## config.mk

```make
export PLATFORM = sky130hd
export DESIGN_NAME = countdown_timer
export DESIGN_NICKNAME = d
export VERILOG_FILES = /design/src/rtl/countdown_timer.sv
export SDC_FILE = /design/constraint.sdc
export NUM_CORES = 1
export LEC_CHECK = 0
export ABC_AREA = 0
export CAP_MARGIN = 20
export CORE_UTILIZATION = 55
export CTS_BUF_LIST = sky130_fd_sc_hd__clkbuf_16
export CTS_CLUSTER_SIZE = 30
export DETAILED_ROUTE_END_ITERATION = 16
export GPL_TIMING_DRIVEN = 1
export PLACE_DENSITY = 0.87
export SLEW_MARGIN = 10
export SYNTH_ARGS = -nofsm -noshare
export SYNTH_HDL_FRONTEND = slang
export SYNTH_SLANG_ARGS = --single-unit
export TNS_END_PERCENT = 100
```

## constraint.sdc

```tcl
create_clock -name clk -period 8.3 [get_ports clk]
set_input_delay 1.66 -clock clk [delete_from_list [all_inputs] [get_ports clk]]
set_output_delay 1.66 -clock clk [all_outputs]
set_load 0.05 [all_outputs]
```

## src/rtl/countdown_timer.sv

```systemverilog
// countdown_timer: BCD mm:ss countdown driven by an asynchronous 1 Hz sec_clk, with load/start/pause control, expiry pulse and low-time warning
module countdown_timer #(
  parameter int WARN_SEC = 10
) (
  input  logic       clk,
  input  logic       reset,
  input  logic       sec_clk,
  input  logic       load,
  input  logic [7:0] load_min,
  input  logic [7:0] load_sec,
  input  logic       start,
  input  logic       pause,
  output logic [7:0] min_bcd,
  output logic [7:0] sec_bcd,
  output logic       running,
  output logic       expired,
  output logic       done_pulse,
  output logic       warn
);
  typedef enum logic [1:0] {IDLE, RUN, PAUSE, DONE} state_t;
  state_t state, state_n;
  logic sync1, sync2, prev, tick, zero, load_ok, done_n, warn_n;
  logic [7:0] min_n, sec_n, sec_bin;
  assign tick = sync2 & ~prev;
  assign zero = min_bcd == 8'h00 && sec_bcd == 8'h00;
  assign load_ok = load_min[3:0] <= 4'd9 && load_min[7:4] <= 4'd5 && load_sec[3:0] <= 4'd9 && load_sec[7:4] <= 4'd5;
  assign sec_bin = {4'b0, sec_n[7:4]} * 8'd10 + {4'b0, sec_n[3:0]};
  assign warn_n = (state_n == RUN || state_n == PAUSE) && min_n == 8'h00 && sec_n != 8'h00 && sec_bin <= 8'(WARN_SEC);
  always_ff @(posedge clk or posedge reset) begin
    if (reset) begin
      sync1      <= 1'b0;
      sync2      <= 1'b0;
      prev       <= 1'b0;
      state      <= IDLE;
      min_bcd    <= 8'h00;
      sec_bcd    <= 8'h00;
      running    <= 1'b0;
      expired    <= 1'b0;
      done_pulse <= 1'b0;
      warn       <= 1'b0;
    end else begin
      sync1      <= sec_clk;
      sync2      <= sync1;
      prev       <= sync2;
      state      <= state_n;
      min_bcd    <= min_n;
      sec_bcd    <= sec_n;
      running    <= state_n == RUN;
      expired    <= state_n == DONE;
      done_pulse <= done_n;
      warn       <= warn_n;
    end
  end
  always_comb begin
    state_n = state;
    min_n   = min_bcd;
    sec_n   = sec_bcd;
    done_n  = 1'b0;
    if (load && state != RUN) begin
      if (load_ok) begin
        min_n   = load_min;
        sec_n   = load_sec;
        state_n = IDLE;
      end
    end else if (start && (state == IDLE || state == PAUSE)) begin
      state_n = zero ? state : RUN;
    end else if (pause && state == RUN) begin
      state_n = PAUSE;
    end else if (tick && state == RUN && !zero) begin
      sec_n = sec_bcd[3:0] != 4'd0 ? sec_bcd - 8'd1 : sec_bcd[7:4] != 4'd0 ? {sec_bcd[7:4] - 4'd1, 4'd9} : 8'h59;
      min_n = sec_bcd != 8'h00 ? min_bcd : min_bcd[3:0] != 4'd0 ? min_bcd - 8'd1 : {min_bcd[7:4] - 4'd1, 4'd9};
      done_n  = min_n == 8'h00 && sec_n == 8'h00;
      state_n = done_n ? DONE : RUN;
    end
  end
endmodule

```

==> flow_results.xml, run 1 <==
<?xml version="1.0" encoding="UTF-8"?>
<metrics>
  <group name="worst_setup_path">
    <metric name="cp.required" unit="ns">8.47</metric>
    <metric name="worst_path_most_repeated_cell" unit="">sky130_fd_sc_hd__ha_1</metric>
    <metric name="reg_to_reg_endpoint" unit="">warn$_DFF_PP0_</metric>
    <metric name="crit_path_end_kind" unit="">flop</metric>
    <metric name="r2r_slack" unit="ns">2.93</metric>
    <metric name="crit_path_start_kind" unit="">input port</metric>
    <metric name="timing.critical_path.cells" unit="">clkdlybuf4s50_1, o21ai_0, and4_1, a22oi_1, a221oi_1, ha_1, ha_1, fa_1, nand2_1, o21bai_1, o211ai_1, o22ai_1, nor4_1, nand4_1, a211oi_1</metric>
    <metric name="max_stage_delay" unit="ns">0.78</metric>
    <metric name="critical-path-slowest-cell" unit="">sky130_fd_sc_hd__a221oi_1</metric>
    <metric name="worst-path-max-fanout" unit="">8</metric>
    <metric name="timing_worst_setup_path_type" unit="">in -&gt; reg</metric>
    <metric name="depth_of_the_worst_register_to_register_path" unit="">16</metric>
    <metric name="critical_path.reg2reg.startpoint" unit="">sec_bcd[4]$_DFF_PP0_</metric>
    <metric name="worst-endpoint-arrival" unit="ns">6.46</metric>
  </group>
  <group name="clock_network">
    <metric name="numClockSinks" unit="">25</metric>
    <metric name="cts_inserted_buffers" unit="">3</metric>
    <metric name="cts_setup_buffers" unit="">0</metric>
    <metric name="cts_buffer_depth" unit="">2</metric>
    <metric name="worst_skew_pair.late_latency" unit="ns">0.26</metric>
    <metric name="cts_repair_resize_count" unit="">0</metric>
    <metric name="cts_tree" unit="">yes</metric>
    <metric name="path_clk_slew" unit="ns">0.07</metric>
    <metric name="cts.hold.buffers_added" unit="">0</metric>
    <metric name="clock_tree.htree_level_count" unit="">1</metric>
    <metric name="clk_root_buffer_cell" unit="">sky130_fd_sc_hd__clkbuf_16</metric>
  </group>
  <group name="synth">
    <metric name="yosysSeqAreaShare" unit="%">31.3</metric>
    <metric name="synth_cells" unit="">232</metric>
    <metric name="async_flop_share" unit="%">100</metric>
    <metric name="yosys_warnings" unit="">0</metric>
    <metric name="synth_top_area_cell" unit="">sky130_fd_sc_hd__dfrtp_1</metric>
    <metric name="ys_seq_elements" unit="">25</metric>
    <metric name="area_share_of_the_largest_cell_type_after_synthesis" unit="%">31.3</metric>
    <metric name="syn-cell-area" unit="sq um">2000</metric>
    <metric name="post_synth_num_cell_types" unit="">53</metric>
    <metric name="prevailing_post_synth_register_cell" unit="">sky130_fd_sc_hd__dfrtp_1</metric>
    <metric name="number_of_enable_flip_flop_cells_after_synthesis" unit="">0</metric>
    <metric name="synthTopCellsByArea" unit="">sky130_fd_sc_hd__dfrtp_1 31%, sky130_fd_sc_hd__ha_1 7.5%, sky130_fd_sc_hd__nor3_1 4.3%, sky130_fd_sc_hd__nor2_1 3.2%, sky130_fd_sc_hd__a21oi_1 3.0%</metric>
    <metric name="syn-num-nets" unit="">268</metric>
    <metric name="synth.avg_cell_area" unit="sq um">8.62</metric>
  </group>
  <group name="global_route">
    <metric name="gr-total-overflow" unit="">0</metric>
    <metric name="gr-usage-all-layers" unit="%">32.1</metric>
    <metric name="grt_start_max_net_pins" unit="">26</metric>
    <metric name="antenna_found_initial" unit="">0</metric>
    <metric name="vias_in_the_first_global_route" unit="">2043</metric>
    <metric name="global_route_wire_length_before_repair" unit="um">9880</metric>
  </group>
  <group name="floorplanning">
    <metric name="io-pin-count" unit="">42</metric>
    <metric name="die_area" unit="sq um">3880</metric>
    <metric name="die_w" unit="um">62.3</metric>
    <metric name="fp.dieH" unit="um">62.3</metric>
    <metric name="core" unit="sq um">3420</metric>
    <metric name="floorplan.initialDensity" unit="%">58.6</metric>
    <metric name="core.rowCount" unit="">21</metric>
  </group>
  <group name="finish">
    <metric name="layout-drive-gt1-share" unit="%">4.43</metric>
    <metric name="syn_to_final_growth" unit="%">27.6</metric>
    <metric name="final_cells" unit="">317</metric>
    <metric name="antenna_cells" unit="">0</metric>
    <metric name="nNetsFinal" unit="">308</metric>
    <metric name="layout_commonest_cell" unit="">sky130_fd_sc_hd__clkdlybuf4s50_1</metric>
    <metric name="mostFrequentLayoutCells" unit="">41 x sky130_fd_sc_hd__clkdlybuf4s50_1, 25 x sky130_fd_sc_hd__dfrtp_1, 17 x sky130_fd_sc_hd__nor2_1, 17 x sky130_fd_sc_hd__nor3_1, 15 x sky130_fd_sc_hd__inv_1</metric>
  </group>
  <group name="placed_design">
    <metric name="gpl.final_weighted_congestion" unit="">0.991</metric>
    <metric name="placed_wire_length_estimate" unit="um">4240</metric>
    <metric name="io_buffer_count" unit="">41</metric>
    <metric name="place_inst" unit="">312</metric>
  </group>
  <group name="detailed_routing">
    <metric name="drtAntennaViolNets" unit="">0</metric>
    <metric name="drtIter0Drc" unit="">320</metric>
    <metric name="viasPerCell" unit="">6.99</metric>
    <metric name="drt-wirelength-per-cell" unit="um">18.7</metric>
    <metric name="drc" unit="">0</metric>
    <metric name="postRouteWirelength" unit="um">5930</metric>
    <metric name="dr.pass1.iters" unit="">7</metric>
    <metric name="detailroute.via_count" unit="">2215</metric>
  </group>
  <group name="worst_hold_path">
    <metric name="min-delay-start" unit="">sync1$_DFF_PP0_</metric>
    <metric name="worst_hold_path.num_cells" unit="">0</metric>
    <metric name="min_path_type" unit="">reg -&gt; reg</metric>
    <metric name="min_delay_worst_endpoint" unit="">sync2$_DFF_PP0_</metric>
  </group>
  <group name="sta">
    <metric name="tightestPinTransition" unit="ns">0.836</metric>
    <metric name="hold_viol_final" unit="">0</metric>
    <metric name="grt_setup_unrepaired" unit="">no</metric>
    <metric name="setup_viol" unit="">0</metric>
    <metric name="final.setup_skew" unit="ns">0.00451</metric>
    <metric name="report.final.slew_viol_count" unit="">0</metric>
    <metric name="timing.slew.headroom" unit="%">43.8</metric>
    <metric name="finalWorstPathRequiredPeriod" unit="ns">6.28</metric>
    <metric name="period_utilization" unit="%">75.7</metric>
    <metric name="maxClockFrequency" unit="GHz">0.159</metric>
    <metric name="fin_tns_setup" unit="ns">0</metric>
  </group>
  <group name="run_status">
    <metric name="status" unit="">completed</metric>
  </group>
  <group name="power_and_ir_drop">
    <metric name="power.share.clock" unit="%">11.3</metric>
    <metric name="cellLeakagePower" unit="nW">1.05</metric>
    <metric name="p_comb_share" unit="%">65.3</metric>
    <metric name="share_seq_of_total_power" unit="%">23.4</metric>
    <metric name="switching_power" unit="uW">526</metric>
    <metric name="power.switching_fraction" unit="%">51.8</metric>
    <metric name="pwr_density_cell" unit="nW/um^2">398</metric>
    <metric name="power.ir.vdd_worst" unit="mV">0.286</metric>
    <metric name="intPower" unit="uW">490</metric>
  </group>
  <group name="flow_run">
    <metric name="timing.max_cap.violations" unit="">0</metric>
  </group>
</metrics>
==> synth_stat cells (all sizes together), types with 3 or more instances <==
| library cell | number |
|---|---|
| inv | 15 |
| a211oi | 3 |
| o221ai | 3 |
| clkbuf | 6 |
| nand4 | 6 |
| a211o | 4 |
| nor3b | 4 |
| nor3 | 17 |
| and2 | 4 |
| nor4 | 8 |
| a221oi | 3 |
| nand3 | 11 |
| and4 | 3 |
| ha | 12 |
| a311oi | 3 |
| or3 | 3 |
| nor2 | 17 |
| mux2i | 3 |
| or4 | 5 |
| and3 | 4 |
| o21ai | 5 |
| xnor2 | 3 |
| nand2 | 12 |
| a21o | 3 |
| a21oi | 12 |
| dfrtp | 25 |
==> sequential cells by signal, summed over array words and instances, names as in the netlist <==
signal	cells
done_pulse	1
min_bcd	8
sec_bcd	8
sync1	1
state	2
expired	1
running	1
warn	1
prev	1
sync2	1
==> kinds of logic after synthesis <==
| group | count (synthesis) | share of synthesized area [%] |
|---|---|---|
| multiplexers | 3 | 1.50 |
| AND/OR/NAND/NOR | 102 | 28.3 |
| adder cells (fa/ha/maj) | 14 | 9.51 |
| buffers and inverters | 22 | 4.19 |
| AO/OA/AOI/OAI | 61 | 23.0 |
| flip-flops | 25 | 31.3 |
| XOR/XNOR | 5 | 2.19 |
==> power groups by stage <==
stage / clock (mW) / combinational (mW) / sequential (mW)
final: 0.115 / 0.664 / 0.238
after global routing: 0.120 / 0.719 / 0.246
after CTS: 0.116 / 0.655 / 0.233
after detailed placement: 0 / 0.648 / 0.234
after global placement: 0 / 0.641 / 0.234
after floorplan: 0 / 0.350 / 0.349
==> stage by stage <==
stage                     hold WS (ns)  cell area, sq um  util, %  total power [mW]  setup slack [ns]
final                            0.358              2550     74.7              1.02              2.02
after global routing             0.381              2550     74.7              1.09              1.70
after CTS                        0.358              2520     73.9              1.00              2.11
after detailed placement         0.342              2440     71.5             0.883              1.91
after global placement           0.340              2440     71.5             0.876              2.16
after floorplan                  0.331              2000        -             0.699              2.98
==> layout make-up <==
type                            count  area, sq um
Clock inverter                      1         8.76
Inverter                           15         56.3
Multi-Input combinational cell    185         1290
Clock buffer                        3         75.1
Sequential cell                    25          626
Fill cell                         260          863
Tap cell                           46         57.6
Timing Repair Buffer               42          438
==> how the worst max path moves through the flow <==
stage                      from             end  cells past startpoint
CTS                 load_min[6]  warn$_DFF_PP0_                     15
finish              load_sec[1]  warn$_DFF_PP0_                     15
global route        load_min[6]  warn$_DFF_PP0_                     15
detailed placement  load_sec[1]  warn$_DFF_PP0_                     15
global placement    load_min[6]  warn$_DFF_PP0_                     15
floorplan           load_min[6]  warn$_DFF_PP0_                     15
==> layer usage <==
| layer | vias up | routed length (um) | part of all wire (%) | GRT usage [%] |
|---|---|---|---|---|
| met3 | 30 | 711 | 12 | 3.86 |
| met1 | 1022 | 2330 | 39 | 45.4 |
| met4 | 0 | 144 | 2.4 | 12.2 |
| met5 | - | 0 | 0 | 0 |
| li1 | 983 | - | - | - |
| met2 | 180 | 2740 | 46 | 50.3 |
==> worst max-delay path, delay by kind of cell <==
kind,cells,cell delay (ns)
AO/OA/AOI/OAI,7,2.21
adder cells (fa/ha/maj),3,1.16
AND/OR/NAND/NOR,4,0.98
buffers and inverters,1,0.44
Note: power is estimated with default switching activity, not from simulation.
==> run 2, diff against run 1 <==
--- a/config.mk
+++ b/config.mk
@@ -7,12 +7,12 @@
 export LEC_CHECK = 0
 export ABC_AREA = 0
 export CAP_MARGIN = 20
-export CORE_UTILIZATION = 55
+export CORE_UTILIZATION = 51
 export CTS_BUF_LIST = sky130_fd_sc_hd__clkbuf_16
 export CTS_CLUSTER_SIZE = 30
 export DETAILED_ROUTE_END_ITERATION = 16
 export GPL_TIMING_DRIVEN = 1
-export PLACE_DENSITY = 0.87
+export PLACE_DENSITY = 0.82
 export SLEW_MARGIN = 10
 export SYNTH_ARGS = -nofsm -noshare
 export SYNTH_HDL_FRONTEND = slang
==> constraint.sdc (replaced) <==
create_clock -name clk -period 6.5 [get_ports clk]
set_input_delay 1.3 -clock clk [delete_from_list [all_inputs] [get_ports clk]]
set_output_delay 1.3 -clock clk [all_outputs]
set_load 0.05 [all_outputs]
==> run 2 against run 1 <==
Against the previous run: die area increased by 7.6%; worst setup slack got worse by 1.2 ns; hold slack improved by 0.0057 ns; critical endpoint unchanged; sequential power increased by 27%; core utilization decreased by 5.4 points; global-route usage decreased by 2.6 points; first-iteration DRC count decreased by 9.1%; combinational power increased by 27%; clock-buffer cell count unchanged.
==> flow_results.xml, run 2 (synthesis results as in run 1) <==
<?xml version="1.0" encoding="UTF-8"?>
<metrics>
  <group name="worst_setup_path">
    <metric name="reg_to_reg_endpoint" unit="">warn$_DFF_PP0_</metric>
    <metric name="r2r_slack" unit="ns">1.07</metric>
    <metric name="critical_path.reg2reg.startpoint" unit="">sec_bcd[4]$_DFF_PP0_</metric>
    <metric name="worst-path-max-fanout" unit="">5</metric>
    <metric name="timing_worst_setup_path_type" unit="">in -&gt; reg</metric>
    <metric name="cp.required" unit="ns">6.68</metric>
    <metric name="worst-endpoint-arrival" unit="ns">5.86</metric>
    <metric name="crit_path_start_kind" unit="">input port</metric>
    <metric name="crit_path_end_kind" unit="">flop</metric>
    <metric name="depth_of_the_worst_register_to_register_path" unit="">16</metric>
  </group>
  <group name="power_and_ir_drop">
    <metric name="cellLeakagePower" unit="nW">1.07</metric>
    <metric name="power.ir.vdd_worst" unit="mV">0.319</metric>
    <metric name="power.total" unit="mW">1.29</metric>
    <metric name="pwr_density_cell" unit="nW/um^2">502</metric>
  </group>
  <group name="global_route">
    <metric name="gr-usage-all-layers" unit="%">29.5</metric>
    <metric name="global_route_wire_length_before_repair" unit="um">9550</metric>
    <metric name="grt_start_max_net_pins" unit="">26</metric>
    <metric name="gr-total-overflow" unit="">0</metric>
    <metric name="vias_in_the_first_global_route" unit="">1988</metric>
    <metric name="antenna_found_initial" unit="">0</metric>
  </group>
  <group name="detailed_routing">
    <metric name="detailroute.via_count" unit="">2156</metric>
    <metric name="drtAntennaViolNets" unit="">0</metric>
    <metric name="drt-wirelength-per-cell" unit="um">18.1</metric>
    <metric name="drtIter0Drc" unit="">291</metric>
    <metric name="postRouteWirelength" unit="um">5840</metric>
    <metric name="dr.pass1.iters" unit="">7</metric>
    <metric name="viasPerCell" unit="">6.70</metric>
    <metric name="drc" unit="">0</metric>
  </group>
  <group name="sta">
    <metric name="maxClockFrequency" unit="GHz">0.176</metric>
    <metric name="setup_viol" unit="">0</metric>
    <metric name="fin_tns_setup" unit="ns">0</metric>
    <metric name="finalWorstPathRequiredPeriod" unit="ns">5.68</metric>
    <metric name="period_utilization" unit="%">87.4</metric>
    <metric name="tightestPinTransition" unit="ns">1.01</metric>
    <metric name="hold_viol_final" unit="">0</metric>
    <metric name="timing.slew.headroom" unit="%">31.1</metric>
    <metric name="grt_setup_unrepaired" unit="">no</metric>
    <metric name="final.setup_skew" unit="ns">0.0113</metric>
    <metric name="report.final.slew_viol_count" unit="">0</metric>
  </group>
  <group name="floorplanning">
    <metric name="io-pin-count" unit="">42</metric>
    <metric name="die_area" unit="sq um">4180</metric>
    <metric name="die_w" unit="um">64.6</metric>
    <metric name="floorplan.initialDensity" unit="%">53.8</metric>
    <metric name="core.rowCount" unit="">22</metric>
    <metric name="core" unit="sq um">3720</metric>
    <metric name="fp.dieH" unit="um">64.6</metric>
  </group>
  <group name="finish">
    <metric name="nNetsFinal" unit="">311</metric>
    <metric name="mostFrequentLayoutCells" unit="">41 x sky130_fd_sc_hd__clkdlybuf4s50_1, 25 x sky130_fd_sc_hd__dfrtp_1, 17 x sky130_fd_sc_hd__nor2_1, 17 x sky130_fd_sc_hd__nor3_1, 15 x sky130_fd_sc_hd__inv_1</metric>
    <metric name="antenna_cells" unit="">0</metric>
    <metric name="layout-drive-gt1-share" unit="%">5.47</metric>
    <metric name="biggestRegsByFlops" unit="">min_bcd (8), sec_bcd (8), state (2)</metric>
    <metric name="layout_commonest_cell" unit="">sky130_fd_sc_hd__clkdlybuf4s50_1</metric>
    <metric name="syn_to_final_growth" unit="%">28.8</metric>
  </group>
  <group name="clock_network">
    <metric name="cts_setup_buffers" unit="">0</metric>
    <metric name="clk_root_buffer_cell" unit="">sky130_fd_sc_hd__clkbuf_16</metric>
    <metric name="cts_buffer_depth" unit="">2</metric>
    <metric name="clock_tree.htree_level_count" unit="">1</metric>
    <metric name="cts_inserted_buffers" unit="">3</metric>
    <metric name="numClockSinks" unit="">25</metric>
    <metric name="cts_repair_resize_count" unit="">0</metric>
    <metric name="path_clk_slew" unit="ns">0.07</metric>
    <metric name="cts_tree" unit="">yes</metric>
    <metric name="cts.hold.buffers_added" unit="">0</metric>
    <metric name="worst_skew_pair.late_latency" unit="ns">0.27</metric>
  </group>
  <group name="flow_run">
    <metric name="timing.max_cap.violations" unit="">0</metric>
  </group>
  <group name="worst_hold_path">
    <metric name="worst_hold_path.num_cells" unit="">0</metric>
    <metric name="min_path_type" unit="">reg -&gt; reg</metric>
    <metric name="min-delay-start" unit="">sync1$_DFF_PP0_</metric>
    <metric name="min_delay_worst_endpoint" unit="">sync2$_DFF_PP0_</metric>
  </group>
  <group name="placed_design">
    <metric name="placed_wire_length_estimate" unit="um">4410</metric>
    <metric name="gpl.final_weighted_congestion" unit="">0.970</metric>
    <metric name="io_buffer_count" unit="">41</metric>
  </group>
  <group name="run_status">
    <metric name="status" unit="">completed</metric>
  </group>
</metrics>
[run 2: changes by cell type in the layout (fill, tap and decap cells not counted)]
cell and delta:
sky130_fd_sc_hd__buf_4 +3
[run 2: area by class of cell]
cell class | instances | area (sq um)
fill | 329 | 1140
sequential | 25 | 626
timing repair buffer | 45 | 460
clock buffer | 3 | 75.1
clock inverter | 1 | 8.76
tap | 48 | 60.1
multi-input combinational | 185 | 1290
inverter | 15 | 56.3
[run 2: worst max-delay path by stage]
stage                      startpoint        endpoint  slack (ns)
after floorplan           load_min[6]  warn$_DFF_PP0_        1.54
after global placement    load_min[6]  warn$_DFF_PP0_        0.83
after detailed placement  load_min[6]  warn$_DFF_PP0_        0.60
after CTS                 load_min[6]  warn$_DFF_PP0_        0.87
after global routing      load_min[6]  warn$_DFF_PP0_        0.51
final                     load_min[6]  warn$_DFF_PP0_        0.82
[run 2: metrics by stage]
stage / std cells / setup WS, ns / utilization (%) / hold WS (ns) / cell area [sq um]
4_1_cts: 321 / 0.874 / 68.6 / 0.364 / 2550
3_5_place_dp: 317 / 0.602 / 66.4 / 0.342 / 2470
2_1_floorplan: 232 / 1.54 / - / 0.331 / 2000
6_report: 322 / 0.820 / 69.4 / 0.364 / 2580
5_1_grt: 322 / 0.507 / 69.4 / 0.381 / 2580
3_3_place_gp: 317 / 0.834 / 66.4 / 0.354 / 2470
[run 2: per-layer routing]
layer | track usage (%) | routed length, um | up-vias | share of wire, %
met4 | 8.61 | 115 | 0 | 2.0
met2 | 49.2 | 2780 | 126 | 48
met1 | 39.7 | 2510 | 1027 | 43
met5 | 0 | 0 | - | 0
met3 | 4.05 | 437 | 16 | 7.5
li1 | - | - | 987 | -
[run 2: power by group]
group          total, mW  switching, mW  internal [mW]  leakage, nW
combinational      0.845          0.513          0.332        0.721
clock              0.145         0.0598         0.0851       0.0415
sequential         0.303         0.0932          0.210        0.304
total               1.29          0.666          0.627         1.07
[run 2: critical path, cell delays in order]
cell	delay [ns]
sky130_fd_sc_hd__clkdlybuf4s50_1	0.42
sky130_fd_sc_hd__a211oi_1	0.52
sky130_fd_sc_hd__and4_1	0.30
sky130_fd_sc_hd__a22oi_1	0.16
sky130_fd_sc_hd__a221oi_1	0.75
sky130_fd_sc_hd__ha_1	0.37
sky130_fd_sc_hd__ha_1	0.24
sky130_fd_sc_hd__fa_1	0.54
sky130_fd_sc_hd__nand2_1	0.10
sky130_fd_sc_hd__o21bai_1	0.19
sky130_fd_sc_hd__o211ai_1	0.17
sky130_fd_sc_hd__o22ai_1	0.10
sky130_fd_sc_hd__nor4_1	0.28
sky130_fd_sc_hd__nand4_1	0.13
sky130_fd_sc_hd__a211oi_1	0.28
